<file path="src/rtl/alu_bit_serial_seq_pkg.sv">
// Shared encodings for the bit-serial ALU sequencer: op codes, FSM states
// and the single-bit logic function used by the datapath slice.
package alu_seq_pkg;

    // Op codes {S1,S0}
    localparam logic [1:0] OP_AND  = 2'b00;
    localparam logic [1:0] OP_OR   = 2'b01;
    localparam logic [1:0] OP_XOR  = 2'b10;
    localparam logic [1:0] OP_NOTX = 2'b11;

    // Sequencer states
    localparam logic [1:0] ST_IDLE  = 2'd0;
    localparam logic [1:0] ST_SHIFT = 2'd1;
    localparam logic [1:0] ST_DONE  = 2'd2;

    // One result bit from one X bit and one Y bit; Y is don't-care for NOT X
    function automatic logic alu_bit(input logic x, input logic y, input logic [1:0] op);
        logic r;
        case (op)
            OP_AND:  r = x & y;
            OP_OR:   r = x | y;
            OP_XOR:  r = x ^ y;
            OP_NOTX: r = ~x;
            default: r = 1'b0;
        endcase
        return r;
    endfunction

endpackage

</file>
<file path="src/rtl/alu_bit_serial_seq_alu_1bit.sv">
// Combinational one-bit ALU slice; the sequencer feeds it one operand bit
// pair per clock.
module ALU_1bit
    import alu_seq_pkg::*;
(
    input  logic       i_x,
    input  logic       i_y,
    input  logic [1:0] i_s,
    output logic       o_r
);

    // Pure function of the current bit pair and the frozen op code
    always_comb begin
        o_r = alu_bit(i_x, i_y, i_s);
    end

endmodule

</file>
<file path="src/rtl/alu_bit_serial_seq.sv">
// Bit-serial operand sequencer: accepts an X/Y/op triple, streams the
// operands LSB-first through a single ALU_1bit, reassembles the result and
// hands it downstream. One operation in flight at a time.
module alu_bit_serial_seq
    import alu_seq_pkg::*;
#(
    parameter int WIDTH = 8
)(
    input  logic             i_clk,
    input  logic             i_rst_n,
    input  logic             i_in_valid,
    output logic             o_in_ready,
    input  logic [WIDTH-1:0] i_in_x,
    input  logic [WIDTH-1:0] i_in_y,
    input  logic [1:0]       i_in_op,
    output logic             o_out_valid,
    input  logic             i_out_ready,
    output logic [WIDTH-1:0] o_out_r,
    output logic             o_busy
);

    localparam int CNT_W = (WIDTH > 1) ? $clog2(WIDTH) : 1;
    localparam logic [CNT_W-1:0] CNT_LAST = CNT_W'(WIDTH - 1);

    logic [1:0]       r_state;
    logic [WIDTH-1:0] r_x_sr;
    logic [WIDTH-1:0] r_y_sr;
    logic [WIDTH-1:0] r_r_sr;
    logic [WIDTH-1:0] r_out_r;
    logic [1:0]       r_op_q;
    logic [CNT_W-1:0] r_cnt;

    logic             w_alu_r;
    logic [WIDTH-1:0] w_r_next;
    logic             w_last;

    ALU_1bit u_alu (
        .i_x (r_x_sr[0]),
        .i_y (r_y_sr[0]),
        .i_s (r_op_q),
        .o_r (w_alu_r)
    );

    // New result bit enters at the MSB so the LSB-first stream lands in place
    assign w_r_next = {w_alu_r, r_r_sr[WIDTH-1:1]};
    assign w_last   = (r_cnt == CNT_LAST);

    // FSM transitions for both handshakes
    always_ff @(posedge i_clk or negedge i_rst_n) begin
        if (!i_rst_n) begin
            r_state <= ST_IDLE;
        end else begin
            case (r_state)
                ST_IDLE:  if (i_in_valid)  r_state <= ST_SHIFT;
                ST_SHIFT: if (w_last)      r_state <= ST_DONE;
                ST_DONE:  if (i_out_ready) r_state <= ST_IDLE;
                default:                   r_state <= ST_IDLE;
            endcase
        end
    end

    // Operand capture and per-bit shifting; op is frozen at acceptance
    always_ff @(posedge i_clk or negedge i_rst_n) begin
        if (!i_rst_n) begin
            r_x_sr <= '0;
            r_y_sr <= '0;
            r_r_sr <= '0;
            r_op_q <= OP_AND;
            r_cnt  <= '0;
        end else if (r_state == ST_IDLE) begin
            if (i_in_valid) begin
                r_x_sr <= i_in_x;
                r_y_sr <= i_in_y;
                r_op_q <= i_in_op;
                r_r_sr <= '0;
                r_cnt  <= '0;
            end
        end else if (r_state == ST_SHIFT) begin
            r_r_sr <= w_r_next;
            r_x_sr <= r_x_sr >> 1;
            r_y_sr <= r_y_sr >> 1;
            r_cnt  <= r_cnt + CNT_W'(1);
        end
    end

    // Result word register: loaded with the completed word on entry to DONE,
    // held at all other times so the consumer sees a stable value
    always_ff @(posedge i_clk or negedge i_rst_n) begin
        if (!i_rst_n) begin
            r_out_r <= '0;
        end else if (r_state == ST_SHIFT && w_last) begin
            r_out_r <= w_r_next;
        end
    end

    assign o_in_ready  = (r_state == ST_IDLE);
    assign o_out_valid = (r_state == ST_DONE);
    assign o_busy      = (r_state != ST_IDLE);
    assign o_out_r     = r_out_r;

endmodule

</file>
<file path="config.mk">
export PLATFORM = sky130hd
export DESIGN_NAME = alu_bit_serial_seq
export DESIGN_NICKNAME = d
export VERILOG_FILES = /design/src/rtl/alu_bit_serial_seq_pkg.sv /design/src/rtl/alu_bit_serial_seq_alu_1bit.sv /design/src/rtl/alu_bit_serial_seq.sv
export SDC_FILE = /design/constraint.sdc
export NUM_CORES = 1
export LEC_CHECK = 0
export CAP_MARGIN = 0
export CORE_UTILIZATION = 25
export DETAILED_ROUTE_END_ITERATION = 10
export DONT_BUFFER_PORTS = 1
export PLACE_DENSITY = 0.39
export SYNTH_ARGS = -nofsm -noshare
export SYNTH_HDL_FRONTEND = slang
export SYNTH_SLANG_ARGS = --single-unit
</file>
<file path="constraint.sdc">
create_clock -name i_clk -period 2.12 [get_ports i_clk]
set_input_delay 0.424 -clock i_clk [delete_from_list [all_inputs] [get_ports i_clk]]
set_output_delay 0.424 -clock i_clk [all_outputs]
set_load 0.005 [all_outputs]
</file>
==> results.toml <==
[route]
drtIter0Drc = 23
drt_first_pass_iters = 3
vias_per_cell = 4.65
drc = 0
route.vias.total = 1014
drtAntennaViolNets = 0
routed_wl_um = 3110
wire_per_inst_um = 14.3

[power]
irDropWorstVdd_v = 0.000391
p_leak_nw = 0.839
power.density_mw_per_mm2 = 1350

[grt]
grt_pass1_wl_um = 5470
grt_pass1_vias = 1110
grt_max_degree = 39
grt_use_total = 0.100
grt_overflow = 0
antenna_found_initial = 0

[outcome]
status = "finished clean"

[flow_run]
drv_cap = 0

[sta]
maxSlewViolCount = 0
setup_viol = 0
min_period_over_period = 0.842
tightest_slew_ns = 0.594
clock.fmax_mhz = 560
setup_tns_ns = 0
period_needed_ns = 1.79
slew_headroom = 0.603
setup_slack_ns = 0.334
fin_skew_ns = 0.00898
hold_viol_final = 0
rsz0062_at_grt = "false"

[place]
dpl.hpwl_um = 2170
place.gp.congestion = 0.672
io_buffers = 0
dp_slack_ns = 0.596

[synthesis]
syn_area_sq_mm = 0.00172
synth_cells = 138
yosys_warnings = 0
syn_avg_cell_area_sq_um = 12.5
synth_area_leaders = "dfrtp_1 (55%), mux2i_1 (8.1%), mux2_2 (6.5%), nand2_1 (4.4%), a22o_1 (4.1%)"
synth-seq-cells = 38
synthDistinctLibCells = 25
yosysSeqAreaShare = 0.552
synth_largest_type_area_fraction = 0.552
syn_nets = 164
synth_area_leader_cell = "dfrtp_1"

[final_layout]
syn_to_final_growth_pct = 8.93
drive_gt1_frac = 0.177
antenna_cells = 0
final_nets = 166

[worst_hold_path]
whs_path_depth = 1
holdCritStartpoint = "i_out_ready"
hold_class = "in -> reg"
min_to = "r_state[1]"

[clock_tree]
cts_tree = "done"
cts.sinks = 38
clkLatencyLatePin_ns = 0.29
path_clk_slew_ns = 0.08
cts_made_buffers = 5
htreeDepth = 2
root_buffer = "clkbuf_8"
clk_path_buf_depth = 2

[die]
fp-row-count = 29
start_util = 0.265
dieArea_sq_mm = 0.00723
die_y_um = 85.0
io_pins = 33
die_width_um = 85.0
coreArea_sq_mm = 0.00649

[worst_setup_path]
reg2reg_to = "r_op_q[1]"
critPathKind = "reg -> out"
crit_fanout = 18
start_kind = "flop"
cp-startpoint = "r_state[0]"
r2r_cells = 3
crit_path_end_kind = "output port"
r2r-start = "r_state[0]"
arrival_ns = 1.36
rrSetupSlack_ns = 0.59
required_ns = 1.70
==> placed cells by master (no fill, tap or decap) <==
cell           netlist  final
a22o_1               8      8
mux2_2              10     10
buf_12               0      1
dlygate4sd3_1        0      1
clkbuf_1             0      1
buf_4                1      1
nand2_1             20     20
nand3b_4             1      1
inv_1                7      7
or2b_1               1      1
a32o_1               1      1
o21ai_1              5      5
clkinv_2             0      1
o21ai_0             12     12
o21bai_4             1      1
nor2_8               1      1
ha_1                 4      4
nor2b_1              1      1
mux4_2               1      1
o21ai_2              2      2
dfrtp_1             38     38
mux2i_1             14     14
clkbuf_8             0      6
nor2_1               1      1
nand2b_1             1      1
a2bb2oi_1            1      1
==> layer usage <==
metal | track usage | up-vias | routed length [um]
li1 | - | 481 | -
met1 | 0.117 | 496 | 1380
met2 | 0.156 | 29 | 1410
met3 | 0.0496 | 8 | 265
met4 | 0.0416 | 0 | 54
met5 | 0 | - | 0
==> worst max-delay path, cell delays in order (launching register included) <==
cell,delay [ns]
dfrtp_1,0.54
nor2_8,0.42
inv_1,0.11
==> through the flow <==
step / utilization / hold slack, ns / std cells / power, mW / cell area (sq um)
2_1_floorplan: - / 0.128 / 138 / 1.95 / 1720
3_3_place_gp: 0.270 / 0.129 / 208 / 2.02 / 1760
3_5_place_dp: 0.270 / 0.129 / 208 / 2.06 / 1760
4_1_cts: 0.289 / 0.228 / 218 / 2.61 / 1880
5_1_grt: 0.289 / 0.237 / 218 / 2.77 / 1880
6_report: 0.289 / 0.235 / 218 / 2.54 / 1880
==> timing repair <==
action	CTS	global route
hold buffers	2	0
hold endpoints to repair	38	0
resized for setup	0	0
buffers inserted	0	0
==> logic make-up after synthesis <==
group	count (synthesis)	share of synthesized area
simple gates	26	0.0806
fa+ha+maj	4	0.0290
flops	38	0.552
mux	25	0.160
buf+inv	15	0.0566
compound gates	30	0.122
==> flip-flops by register name, summed over array words and instances, names as in the netlist <==
register,count
r_cnt,3
r_y_sr,8
r_state,2
r_r_sr,7
r_op_q,2
r_x_sr,8
o_out_r,8
==> power breakdown <==
group	switching [mW]	internal, mW	leakage (nW)
clock	0.241	0.262	0.0482
sequential	0.227	1.03	0.488
combinational	0.374	0.412	0.303
total	0.841	1.70	0.839
==> synthesized netlist by cell type (all sizes together) <==
cell type and number:
mux4 1, a32o 1, nor2b 1, nand2 20, a2bb2oi 1, nand3b 1, o21ai 19, dfrtp 38
o21bai 1, buf 7, nand2b 1, mux2i 14, clkbuf 1, ha 4, or2b 1, a22o 8
nor2 2, inv 7, mux2 10
==> worst max-delay path by stage <==
stage	to	slack (ns)
2_1_floorplan	o_out_r[0]	0.76
3_3_place_gp	r_op_q[1]	0.63
3_5_place_dp	r_op_q[1]	0.60
4_1_cts	o_busy	0.29
5_1_grt	o_busy	0.25
6_report	o_busy	0.33
==> area by class of cell <==
| type | count | area, sq um |
|---|---|---|
| Multi-Input combinational cell | 85 | 674 |
| Clock inverter | 1 | 5.00 |
| Inverter | 7 | 26.3 |
| Sequential cell | 38 | 951 |
| Clock buffer | 7 | 86.3 |
| Fill cell | 648 | 4620 |
| Tap cell | 77 | 96.3 |
| Timing Repair Buffer | 3 | 37.5 |
Note: power is estimated with default switching activity, not from simulation.
